===== src/rtl/cache_control_pkg.sv =====
`default_nettype none
// ============================================================================
// Module : cache_types (package)
// Brief  : Shared types for the cache controller: FSM state encoding and
//          datapath mux select encodings.
// Rev    : 1.0  initial release
// ============================================================================
package cache_types;

  // Controller states; explicit 3-bit encoding.
  typedef enum logic [2:0] {
    S_IDLE      = 3'd0,
    S_COMPARE   = 3'd1,
    S_WRITEBACK = 3'd2,
    S_ALLOCATE  = 3'd3,
    S_RELOAD    = 3'd4
  } state_t;

  // Way select for data/dirty array writes.
  typedef enum logic {
    WAY_HIT = 1'b0,
    WAY_LRU = 1'b1
  } waymux_t;

  // Source of data written into the data array.
  typedef enum logic {
    DATA_CPU = 1'b0,
    DATA_MEM = 1'b1
  } datamux_t;

  // Source of the physical memory address.
  typedef enum logic {
    PMAD_CPU = 1'b0,
    PMAD_TAG = 1'b1
  } pmadmux_t;

endpackage : cache_types
`default_nettype wire


===== src/rtl/cache_control.sv =====
`default_nettype none
// ============================================================================
// Module : cache_control
// Brief  : Write-back, write-allocate cache controller FSM
//          (IDLE -> COMPARE -> [WRITEBACK] -> ALLOCATE -> RELOAD -> COMPARE).
//          Drives datapath load strobes and mux selects; all outputs are
//          decoded from the current state and inputs.
// Config : CACHE_PERF_CNT_EN - when defined, adds saturating hit/miss/
//          writeback counters (hit_count, miss_count, wb_count).
// Ports  : clk, rst (sync, active-high)
//          mem_read, mem_write -> mem_resp            CPU side
//          pmem_read, pmem_write <- pmem_resp         memory side
//          SIGHIT, SIGDIRTY                           datapath status
//          LD_VALID, LD_DIRTY, LD_TAG, LD_DATA, LD_PLRU, DIRTYVAL
//          DIRTYWMUX, DATAWMUX, DATAMUX, PMADMUX      datapath control
// Rev    : 1.0  initial release
// ============================================================================
module cache_control
  import cache_types::*;
#(
  parameter int unsigned cnt_width = 32
) (
  input  logic                 clk,
  input  logic                 rst,
  input  logic                 mem_read,
  input  logic                 mem_write,
  output logic                 mem_resp,
  output logic                 pmem_read,
  output logic                 pmem_write,
  input  logic                 pmem_resp,
  input  logic                 SIGHIT,
  input  logic                 SIGDIRTY,
  output logic                 LD_VALID,
  output logic                 LD_DIRTY,
  output logic                 LD_TAG,
  output logic                 LD_DATA,
  output logic                 LD_PLRU,
  output logic                 DIRTYVAL,
  output logic                 DIRTYWMUX,
  output logic                 DATAWMUX,
  output logic                 DATAMUX,
`ifdef CACHE_PERF_CNT_EN
  output logic                 PMADMUX,
  output logic [cnt_width-1:0] hit_count,
  output logic [cnt_width-1:0] miss_count,
  output logic [cnt_width-1:0] wb_count
`else
  output logic                 PMADMUX
`endif
);

  state_t   state_q, state_d;
  waymux_t  dirtywmux, datawmux;
  datamux_t datamux;
  pmadmux_t pmadmux;
  logic     req;

  // Simultaneous read and write is treated as a write.
  assign req = mem_read | mem_write;

  always_ff @(posedge clk) begin
    if (rst) begin
      state_q <= S_IDLE;
    end else begin
      state_q <= state_d;
    end
  end

  always_comb begin
    state_d    = state_q;
    mem_resp   = 1'b0;
    pmem_read  = 1'b0;
    pmem_write = 1'b0;
    LD_VALID   = 1'b0;
    LD_DIRTY   = 1'b0;
    LD_TAG     = 1'b0;
    LD_DATA    = 1'b0;
    LD_PLRU    = 1'b0;
    DIRTYVAL   = 1'b0;
    dirtywmux  = WAY_HIT;
    datawmux   = WAY_HIT;
    datamux    = DATA_CPU;
    pmadmux    = PMAD_CPU;

    // Reset masks every output in the reset cycle itself, so a pending
    // memory request is dropped immediately rather than one cycle late.
    if (rst) begin
      state_d = S_IDLE;
    end else begin
      unique case (state_q)
        S_IDLE: begin
          // One cycle here lets the synchronous tag/data arrays read.
          if (req) state_d = S_COMPARE;
        end

        S_COMPARE: begin
          if (!req) begin
            state_d = S_IDLE;
          end else if (SIGHIT) begin
            mem_resp = 1'b1;
            LD_PLRU  = 1'b1;
            if (mem_write) begin
              LD_DATA  = 1'b1;
              LD_DIRTY = 1'b1;
              DIRTYVAL = 1'b1;
            end
            state_d = S_IDLE;
          end else if (SIGDIRTY) begin
            state_d = S_WRITEBACK;
          end else begin
            state_d = S_ALLOCATE;
          end
        end

        S_WRITEBACK: begin
          pmem_write = 1'b1;
          pmadmux    = PMAD_TAG;
          if (pmem_resp) state_d = S_ALLOCATE;
        end

        S_ALLOCATE: begin
          pmem_read = 1'b1;
          if (pmem_resp) begin
            // Fill the LRU way with a clean line from memory.
            LD_DATA   = 1'b1;
            LD_TAG    = 1'b1;
            LD_VALID  = 1'b1;
            LD_DIRTY  = 1'b1;
            DIRTYVAL  = 1'b0;
            datamux   = DATA_MEM;
            datawmux  = WAY_LRU;
            dirtywmux = WAY_LRU;
            state_d   = S_RELOAD;
          end
        end

        S_RELOAD: begin
          // Arrays re-read the freshly filled line; next COMPARE hits.
          state_d = S_COMPARE;
        end

        default: begin
          state_d = S_IDLE;
        end
      endcase
    end
  end

  assign DIRTYWMUX = dirtywmux;
  assign DATAWMUX  = datawmux;
  assign DATAMUX   = datamux;
  assign PMADMUX   = pmadmux;

`ifdef CACHE_PERF_CNT_EN
  logic                 hit_evt, miss_evt, wb_evt;
  logic [cnt_width-1:0] hit_count_q, hit_count_d;
  logic [cnt_width-1:0] miss_count_q, miss_count_d;
  logic [cnt_width-1:0] wb_count_q, wb_count_d;

  assign hit_evt  = !rst && (state_q == S_COMPARE) && req && SIGHIT;
  assign miss_evt = !rst && (state_q == S_COMPARE) && req && !SIGHIT;
  assign wb_evt   = miss_evt && SIGDIRTY;

  // Saturating increments: a counter at all-ones holds.
  always_comb begin
    hit_count_d  = hit_count_q;
    miss_count_d = miss_count_q;
    wb_count_d   = wb_count_q;
    if (hit_evt  && (hit_count_q  != '1)) hit_count_d  = hit_count_q  + 1'b1;
    if (miss_evt && (miss_count_q != '1)) miss_count_d = miss_count_q + 1'b1;
    if (wb_evt   && (wb_count_q   != '1)) wb_count_d   = wb_count_q   + 1'b1;
  end

  always_ff @(posedge clk) begin
    if (rst) begin
      hit_count_q  <= '0;
      miss_count_q <= '0;
      wb_count_q   <= '0;
    end else begin
      hit_count_q  <= hit_count_d;
      miss_count_q <= miss_count_d;
      wb_count_q   <= wb_count_d;
    end
  end

  assign hit_count  = hit_count_q;
  assign miss_count = miss_count_q;
  assign wb_count   = wb_count_q;
`endif

endmodule : cache_control
`default_nettype wire


===== config.mk =====
export PLATFORM = sky130hd
export DESIGN_NAME = cache_control
export DESIGN_NICKNAME = d
export VERILOG_FILES = /design/src/rtl/cache_control_pkg.sv /design/src/rtl/cache_control.sv
export SDC_FILE = /design/constraint.sdc
export NUM_CORES = 1
export LEC_CHECK = 0
export ABC_AREA = 1
export CAP_MARGIN = 20
export CORE_AREA = 2 2 39 41
export DETAILED_ROUTE_END_ITERATION = 10
export DIE_AREA = 0 0 41 43
export DONT_BUFFER_PORTS = 1
export REMOVE_ABC_BUFFERS = 1
export SKIP_LAST_GASP = 1
export SYNTH_ARGS = -nofsm -noshare
export SYNTH_HDL_FRONTEND = slang
export SYNTH_SLANG_ARGS = --single-unit

===== constraint.sdc =====
create_clock -name clk -period 1.7 [get_ports clk]
set_input_delay 0.425 -clock clk [delete_from_list [all_inputs] [get_ports clk]]
set_output_delay 0.425 -clock clk [all_outputs]
set_load 0.01 [all_outputs]

# Yosys cells after proc, flatten, opt, wreduce, memory -nomap -nowiden
# Index checks and enable logic that the tools add are counted.
[op_classes]
bitwise = 1
n_mux = 25
n_reduce_logical = 2
eq_ne = 7
[ops]
columns = ["operator", "n"]
rows = [
  ["1-bit 2-to-1 mux", 18],
  ["3-bit one-hot mux with 5 select lines", 1],
  ["3-bit 2-to-1 mux", 3],
  ["3-bit by 2-bit == test with 1-bit output (second input constant)", 2],
  ["2-bit inequality test (second input constant)", 3],
  ["2-bit 2-to-1 mux", 2],
  ["3-bit by 1-bit == test with 1-bit output (second input constant)", 1],
  ["3-bit == test (second input constant)", 1],
  ["3-bit zero test", 1],
  ["3-bit AND reduction", 1],
  ["1-bit one-hot mux with 2 select lines", 1],
  ["1-bit OR", 1],
]
[totals]
wordCells = 36
reg_bits = 3
out_inout_bits = 13
input_bits = 7

# Depth between registers and ports, before layout
# Gate-level depths: netlist of the first run.
[depth]
word_depth = 5
mapped_depth = 7
mapped_depth_nobuf = 7

# Worst setup path after synthesis of the first run
# No wires, ideal clock.
[synth_timing]
kind = "input -> output"
start = "input rst"
end = "output DATAWMUX"
stages = 3
arrival_time_ns = 1.121
setup_slack_ns = 0.154
n_path_buf = 2
required_time_ns = 1.275
cell_sequence = "clkbuf_1 nor2_1 buf_4"
[synth_between]
elab_chain_cells = 1
[synth_lines]
columns = ["item", "line_no", "rtl"]
rows = [
  ["from (decl)", "cache_control.sv:24", "input logic rst,"],
  ["1-bit 2-to-1 mux", "--", ""],
  ["to (decl)", "cache_control.sv:40", "output logic DATAWMUX,"],
]
# Every way passes these cells.

# Worst setup path after layout of the first run
[layout_timing]
start = "register state_q[0]"
end = "output LD_DIRTY"
[layout_between]
elab_chain_cells = 3
word_cells_on_any_way = 4
cone_classes = "eq/ne (2); mux (2)"
[layout_lines]
columns = ["item", "line_no", "rtl"]
rows = [
  ["from (decl)", "cache_control.sv:52", "state_t state_q, state_d;"],
  ["from (signal assigned)", "cache_control.sv:65", "state_q <= state_d;"],
  ["3-bit by 2-bit == test with 1-bit output or 3-bit by 1-bit == test with 1-bit output (tied branches)", "--", ""],
  ["1-bit one-hot mux with 2 select lines *", "--", ""],
  ["1-bit 2-to-1 mux *", "--", ""],
  ["to (decl)", "cache_control.sv:34", "output logic LD_DIRTY,"],
]
# Mark *: on every way between the ends. The rest lies on a longest branch, timed or not.

==> flow_metrics.py, run 1 <==
metrics = {
    "finish": {
        "final_nets": 56,
        "largest_reg_flops": 3,
        "area_growth_pct": 6.09,
        "final_cell_mix": "9 x nand2_1, 8 x nor2_1, 5 x nand3_1, 5 x inv_1",
        "instances_no_fill": 64,
        "largestRegisters": "state_q x3",
        "largest_register": "state_q",
        "n_antenna_cell": 0,
        "final_common_cell": "nand2_1",
        "drive_gt1_share_pct": 31.3,
    },
    "placement": {
        "placed_cells": 60,
        "dp_hpwl_um": 421,
        "gp_congestion": 0.691,
        "io_buffers": 0,
        "dp_slack_ps": 295,
    },
    "sta": {
        "max_freq_ghz": 0.616,
        "worst_pin_slew_ps": 419,
        "fin_crit_sh_pct": 95.6,
        "rsz0062_at_grt": "yes",
        "finalSetupViolCount": 0,
        "skew_ps": 2.13,
        "layout_setup_ws_ps": 75.5,
        "slew_headroom_pct": 71.9,
        "final.setup.tns_ps": 0,
        "maxSlewViolCount": 0,
        "hold_viol": 0,
        "finalCriticalPeriod_ps": 1620,
    },
    "setup_path": {
        "cp_slowest_cell": "dfxtp_1",
        "cp-end-kind": "primary output",
        "cp_data_arrival_time_ps": 1200,
        "required_ps": 1270,
        "cp-start-kind": "flip-flop",
        "cp_num_buf_inv": 1,
        "path_depth": 5,
        "cp-endpoint": "LD_DIRTY",
        "crit_fanout": 4,
        "critPathMaxStageDelay_ps": 350,
        "r2r_slack_ps": 710,
        "crit_start": "state_q[0]$_SDFFE_PP0P_",
        "r2r-end": "state_q[0]$_SDFFE_PP0P_",
        "worstRegToRegCells": 6,
        "path_cells": "nand2_2 -> nor2_2 -> nand3_1 -> a21oi_1 -> buf_4",
        "criticalPathCategory": "reg -> out",
        "crit_family": "flip-flops",
        "r2r-start": "state_q[1]$_SDFFE_PP0P_",
    },
    "power_and_ir_drop": {
        "intPower_mw": 0.187,
        "power_frac_comb_pct": 23.3,
        "power.density_nw_per_um2": 875,
        "clock_power_share_pct": 45.3,
        "p_switching_mw": 0.0797,
        "p_sw_share_pct": 29.8,
        "p_leak_nw": 0.138,
        "seq_power_share_pct": 31.4,
        "ir_drop_v": 0.000404,
    },
    "clock_network": {
        "cts.clk_slew.worst_paths_ps": 40,
        "post-cts-setup-buffers": 0,
        "cts.sinks": 3,
        "cts_hold_buf": 0,
        "cts.htree.levels": 1,
        "numCtsBuffers": 3,
        "clockRootBuffer": "clkbuf_4",
        "ctsLongestPathBuffers": 2,
        "cts_tree": "built",
        "clock_latency_ps": 230,
    },
    "job": {
        "cap_viol_max_count": 0,
    },
    "status": {
        "outcome": "completed",
    },
    "yosys": {
        "syn_inst": 50,
        "synthMuxAreaShare_pct": 0,
        "synth_area_per_cell_sq_um": 5.76,
        "synthXorXnorAreaFrac_pct": 0,
        "synth-seq-cells": 3,
        "synth_top_family_by_area": "simple AND/OR/NAND/NOR gates",
        "synthAdderAreaFrac_pct": 0,
        "synth_area_sq_um": 288,
        "synth.distinct_cells": 14,
        "synth-seq-area-share_pct": 20.9,
        "synth_compound_area_share_pct": 9.57,
        "yosysWarnings": 0,
        "synthSimpleGateAreaFrac_pct": 40.9,
    },
    "route": {
        "m1WireLength_um": 256,
        "wl_per_cell_um": 8.33,
        "highest-signal-layer": "met4",
        "drc": 0,
        "firstDrtPassIters": 4,
        "viasPerCell": 4.09,
        "detail-route-antenna-nets": 0,
        "drt_iter0_drc": 5,
        "vias": 262,
        "dr_wl_met2_um": 234,
        "routed-wl-met3_um": 32,
        "routed_wl_um": 533,
    },
    "min_path": {
        "min_path_type": "in -> reg",
    },
    "floorplan": {
        "ios": 20,
        "die_w_um": 41,
        "initial_core_util_pct": 20.8,
        "die_y_um": 43,
        "die-area_sq_um": 1760,
        "design.core.area_sq_um": 1380,
        "row_count": 14,
    },
    "global_routing": {
        "grt_overflow": 0,
        "grtUsageTotal_pct": 6.93,
        "antenna_found_initial": 0,
        "grt_max_degree": 10,
        "grt_pass1_wl_um": 779,
        "grt_pass1_vias": 204,
    },
}
## how the worst min path moves through the flow
| stage | from | end | slack [ps] | cells after the start |
|---|---|---|---|---|
| after CTS | rst | state_q[0]$_SDFFE_PP0P_ | 250 | 1 |
| after floorplan | rst | state_q[0]$_SDFFE_PP0P_ | 490 | 1 |
| after detailed placement | rst | state_q[0]$_SDFFE_PP0P_ | 490 | 1 |
| final | rst | state_q[1]$_SDFFE_PP0P_ | 250 | 1 |
| after global routing | rst | state_q[1]$_SDFFE_PP0P_ | 240 | 1 |
| after global placement | rst | state_q[0]$_SDFFE_PP0P_ | 490 | 1 |
## what timing repair did
action / 4_1_cts / 5_1_grt
endpoints found under the hold margin: 0 / 0
setup endpoints to repair: 0 / 11
gates resized for setup: 0 / 5
## final cells by class
cell class | instances | area, sq um
timing repair buffer | 2 | 18.8
sequential | 3 | 61.3
fill | 160 | 1080
tap | 16 | 20.0
inverter | 7 | 26.3
multi-input combinational | 32 | 153
clock buffer | 4 | 26.3
## worst reg2reg max path: stages (launching register included)
cell and delay, ps:
dfxtp_2 330, nor2_1 140, nand2_1 70, o21ai_1 110
nand2_1 90, nand2_1 100, a21oi_2 50
## through the flow
stage          hold slack (ps)  total power, mW  utilization (%)  area, sq um
3_3_place_gp               491            0.146             19.3          267
3_5_place_dp               491            0.146             19.3          267
2_1_floorplan              487            0.135                -          231
4_1_cts                    248            0.273             21.2          293
6_report                   253            0.267             22.1          305
5_1_grt                    241            0.288             22.1          305
## metal layers
metal	vias up	global-route usage, %
li1	141	-
met1	114	8.36
met2	5	7.81
met3	2	3.14
met4	0	8.00
met5	-	0
## cells by family (layout without fill, tap and decap cells)
logic type | after synthesis | in the layout
AND/OR/NAND/NOR | 28 | 28
buffers and inverters | 15 | 13
AO/OA/AOI/OAI | 4 | 4
flip-flops | 3 | 3
## synth_stat cells
cell type  instances  area [sq um]
clkbuf_1           1          3.75
nand2_1           10          37.5
buf_4              7          52.6
inv_2              2          7.51
inv_1              5          18.8
nor2_2             1          6.26
a21oi_1            1          5.00
o21ai_1            1          5.00
nand2_2            1          6.26
a21oi_2            2          17.5
dfxtp_1            3          60.1
nor2_1            10          37.5
nor3_1             1          5.00
nand3_1            5          25.0
## power groups by stage
stage                     sequential, mW  clock, mW  combinational [mW]
after floorplan                   0.0836          0              0.0518
after global placement            0.0845          0              0.0616
after detailed placement          0.0844          0              0.0615
after CTS                         0.0833      0.128              0.0615
after global routing              0.0852      0.133              0.0695
final                             0.0839      0.121              0.0622
(Power assumes the default switching activity.)
==> run 2: changes to the inputs <==
clock period = 2.1 ns   (was 1.7 ns; I/O delays follow)
==> flow_metrics.py, run 2 (synthesized netlist as in run 1, its figures left out) <==
metrics = {
    "sta": {
        "skew_ps": 0.396,
        "slew_headroom_pct": 69.4,
        "fin_crit_sh_pct": 88.0,
        "maxSlewViolCount": 0,
        "finalCriticalPeriod_ps": 1850,
        "worst_pin_slew_ps": 460,
        "finalSetupViolCount": 0,
        "hold_viol": 0,
        "rsz0062_at_grt": "no",
        "final.setup.tns_ps": 0,
        "max_freq_ghz": 0.541,
    },
    "clock_network": {
        "clockRootBuffer": "clkbuf_4",
        "cts.clk_slew.worst_paths_ps": 30,
        "cts_hold_buf": 0,
        "numCtsBuffers": 3,
        "cts.htree.levels": 1,
        "cts.sinks": 3,
        "post-cts-setup-buffers": 0,
        "ctsLongestPathBuffers": 2,
        "cts_resized": 0,
        "cts_tree": "built",
        "clock_latency_ps": 220,
    },
    "floorplan": {
        "die_y_um": 43,
        "ios": 20,
        "die-area_sq_um": 1760,
        "row_count": 14,
        "initial_core_util_pct": 20.8,
        "design.core.area_sq_um": 1380,
        "die_w_um": 41,
    },
    "global_routing": {
        "antenna_found_initial": 0,
        "grt_pass1_wl_um": 855,
        "grt_max_degree": 10,
        "grt_overflow": 0,
        "grtUsageTotal_pct": 7.13,
        "grt_pass1_vias": 263,
    },
    "setup_path": {
        "cp_slowest_cell": "a21oi_1",
        "criticalPathCategory": "reg -> out",
        "crit_fanout": 4,
        "cp_data_arrival_time_ps": 1320,
        "crit_family": "compound AO/OA/AOI/OAI gates",
        "cp-start-kind": "flip-flop",
        "cp-end-kind": "primary output",
        "critPathMaxStageDelay_ps": 400,
        "path_cells": "nand2_2 -> nor2_2 -> nand3_1 -> a21oi_1",
        "cp_num_buf_inv": 0,
        "required_ps": 1570,
    },
    "min_path": {
        "min_path_type": "in -> reg",
    },
    "finish": {
        "fin_area_sq_um": 285,
        "final_cell_mix": "10 x nor2_1, 10 x nand2_1, 5 x nand3_1, 5 x inv_1",
        "largest_register": "state_q",
        "final_nets": 55,
        "n_antenna_cell": 0,
        "num-fill-cells": 165,
        "largestRegisters": "state_q x3",
        "instances_no_fill": 63,
        "final_util_pct": 20.6,
        "largest_reg_flops": 3,
        "drive_gt1_share_pct": 21.3,
        "area_growth_pct": -0.869,
    },
    "route": {
        "viasPerCell": 4.05,
        "wl_per_cell_um": 7.92,
        "detail-route-antenna-nets": 0,
        "drc": 0,
        "routed_wl_um": 499,
        "drt_iter0_drc": 2,
        "firstDrtPassIters": 2,
        "vias": 255,
    },
    "job": {
        "cap_viol_max_count": 0,
    },
    "placement": {
        "placed_cell_area_sq_um": 259,
        "gp_congestion": 0.707,
        "placed_cells": 59,
        "dp_hpwl_um": 441,
        "io_buffers": 0,
    },
    "power_and_ir_drop": {
        "p_leak_nw": 0.131,
        "power.density_nw_per_um2": 744,
        "finalPower_mw": 0.212,
        "ir_drop_v": 0.000175,
    },
    "status": {
        "outcome": "completed",
    },
}
run 2: cell types whose count changed in the layout (fill, tap and decap cells not counted), sizes merged:
cell / delta
buf: -1
run 2: power breakdown:
group	internal [mW]	switching, mW	total (mW)
registers	0.0626	0.00498	0.0676
clock network	0.0709	0.0258	0.0967
logic	0.0164	0.0315	0.0479
total	0.150	0.0622	0.212
run 2: path summary, 6_finish.rpt:
| path | from | slack (ps) | end | cells past startpoint |
|---|---|---|---|---|
| max | state_q[0]$_SDFFE_PP0P_ | 250 | LD_DIRTY | 4 |
| max reg2reg | state_q[1]$_SDFFE_PP0P_ | 1110 | state_q[0]$_SDFFE_PP0P_ | 6 |
| min reg2reg | state_q[1]$_SDFFE_PP0P_ | 530 | state_q[1]$_SDFFE_PP0P_ | 2 |
| min | rst | 360 | state_q[0]$_SDFFE_PP0P_ | 1 |
run 2: routing by layer:
layer  vias to the layer above  share of wire, %  track usage, %
met3                         0               8.4            3.66
li1                        139                 -               -
met1                       111                40            6.75
met4                         0                 0            6.00
met2                         5                51            10.6
met5                         -                 0               0
run 2: layout make-up:
class                           count  area (sq um)  share of cell area (%)
Clock buffer                        4          26.3                    9.21
Multi-Input combinational cell     32           145                    50.9
Inverter                            7          26.3                    9.21
Timing Repair Buffer                1          7.51                    2.63
Sequential cell                     3          60.1                    21.1
Tap cell                           16          20.0                    7.02
run 2: stage by stage:
stage               worst slack [ps]  hold slack (ps)
floorplan                        287              516
global placement                 487              536
detailed placement               473              535
CTS                              229              350
global route                     114              352
finish                           253              359
==> run 3: changes to the inputs <==
ABC_AREA = unset   (was 1)
PLACE_DENSITY = 0.4   (was unset)
==> flow_metrics.py, run 3 <==
metrics = {
    "floorplan": {
        "design.core.area_sq_um": 1380,
        "initial_core_util_pct": 19.6,
        "die-area_sq_um": 1760,
        "ios": 20,
        "die_y_um": 43,
        "die_w_um": 41,
        "row_count": 14,
    },
    "sta": {
        "finalSetupViolCount": 0,
        "worst_pin_slew_ps": 445,
        "rsz0062_at_grt": "no",
        "maxSlewViolCount": 0,
        "slew_headroom_pct": 70.4,
        "fin_crit_sh_pct": 85.9,
        "final.setup.tns_ps": 0,
        "finalCriticalPeriod_ps": 1800,
        "fin_hold_ws_ps": 362,
        "hold_viol": 0,
        "skew_ps": 1.26,
        "max_freq_ghz": 0.554,
    },
    "finish": {
        "fin_area_sq_um": 283,
        "largest_register": "state_q",
        "n_antenna_cell": 0,
        "largest_reg_flops": 3,
        "area_growth_pct": 4.15,
        "instances_no_fill": 51,
        "final_cell_mix": "4 x nor2_1, 4 x nand2_1",
        "num-fill-cells": 161,
        "largestRegisters": "state_q x3",
        "final_nets": 43,
        "drive_gt1_share_pct": 25.7,
    },
    "clock_network": {
        "ctsLongestPathBuffers": 2,
        "cts_tree": "built",
        "cts_resized": 0,
        "clockRootBuffer": "clkbuf_4",
        "cts.sinks": 3,
        "clock_latency_ps": 230,
        "cts.htree.levels": 1,
        "numCtsBuffers": 3,
        "post-cts-setup-buffers": 0,
        "cts_hold_buf": 0,
        "cts.clk_slew.worst_paths_ps": 40,
    },
    "setup_path": {
        "crit_start": "state_q[1]$_SDFFE_PP0P_",
        "r2r-start": "state_q[1]$_SDFFE_PP0P_",
        "cp_data_arrival_time_ps": 1280,
        "required_ps": 1570,
        "criticalPathCategory": "reg -> out",
        "crit_fanout": 9,
        "cp-start-kind": "flip-flop",
        "cp-end-kind": "primary output",
    },
    "global_routing": {
        "busiest_layer": "met2",
        "grt_use_met1_pct": 8.33,
        "grt_max_degree": 10,
        "antenna_found_initial": 0,
        "met3_usage_pct": 5.24,
        "gr-usage-met2_pct": 10.0,
        "grt_pass1_wl_um": 897,
        "grtUsageTotal_pct": 8.02,
        "grt_overflow": 0,
        "grt_pass1_vias": 220,
    },
    "power_and_ir_drop": {
        "p_leak_nw": 0.103,
        "ir_drop_v": 0.000392,
        "power.density_nw_per_um2": 994,
        "finalPower_mw": 0.281,
    },
    "placement": {
        "placed_cells": 47,
        "gp_congestion": 0.734,
        "placed_cell_area_sq_um": 256,
        "dp_hpwl_um": 456,
        "io_buffers": 0,
    },
    "yosys": {
        "synth_area_sq_um": 272,
        "yosys-top-cells-area": "dfxtp_1 22%, buf_4 19%, a21oi_1 5.5%, nand2_1 5.5%, nand3b_1 5.5%",
        "ys_top_cells_by_count": "7 x buf_4, 4 x nand2_1, 4 x nor2_1",
        "synth_top_area_share_pct": 22.1,
        "synth_area_per_cell_sq_um": 7.54,
        "synth_top_cell_by_area": "dfxtp_1",
        "syn_inst": 36,
        "yosysWarnings": 0,
        "ys.flop_type": "dfxtp_1",
        "synth.distinct_cells": 19,
        "synth_edf_count": 0,
        "synthArstFlopShare_pct": 0,
        "yosysMostFrequentCell": "buf_4",
        "synth-seq-area-share_pct": 22.1,
        "synth-seq-cells": 3,
    },
    "job": {
        "cap_viol_max_count": 0,
    },
    "route": {
        "drt_iter0_drc": 2,
        "wl_per_cell_um": 11.4,
        "firstDrtPassIters": 3,
        "routed_wl_um": 581,
        "viasPerCell": 4.55,
        "drc": 0,
        "vias": 232,
        "detail-route-antenna-nets": 0,
    },
    "min_path": {
        "worstHoldStart": "rst",
        "min_path_type": "in -> reg",
    },
    "status": {
        "outcome": "completed",
    },
}
## run 3: power breakdown
part           total (mW)  switching, mW  internal, mW
logic              0.0792         0.0395        0.0398
clock network       0.100         0.0292        0.0712
registers           0.101         0.0292        0.0721
## run 3: per-stage QoR
step	util (%)	setup WS, ps
CTS	20.4	280
detailed placement	18.5	405
global route	20.4	177
floorplan	-	153
finish	20.4	296
global placement	18.5	404
## run 3: kinds of logic after synthesis
family                 Yosys count  share of synthesized area, %
AND/OR/NAND/NOR                 20                          45.2
buffers and inverters            8                          21.2
AO/OA/AOI/OAI                    5                          11.5
flip-flops                       3                          22.1
## run 3: path summary, 6_finish.rpt
kind | endpoint | slack (ps) | cells after the start
worst max-delay path | LD_DATA | 300 | 3
worst min-delay path | state_q[1]$_SDFFE_PP0P_ | 360 | 1
worst max register to register | state_q[0]$_SDFFE_PP0P_ | 880 | 3
worst min register to register | state_q[0]$_SDFFE_PP0P_ | 570 | 1
## run 3: metal layers
metal / vias to the layer above / wire (um)
li1: 120 / -
met1: 105 / 225
met2: 7 / 297
met3: 0 / 58
met4: 0 / 0
met5: - / 0
## run 3: cell type report
cell class                 instances  area [sq um]  share of cell area [%]
sequential                         3          60.1                    21.2
timing repair buffer               3          22.5                    7.96
multi-input combinational         25           154                    54.4
clock buffer                       4          26.3                    9.29
tap                               16          20.0                    7.08
## run 3: critical path, stage by stage (launching register included)
cell and delay [ps]:
dfxtp_1 380, nor2b_1 210, nand2_1 70, a21oi_1 390
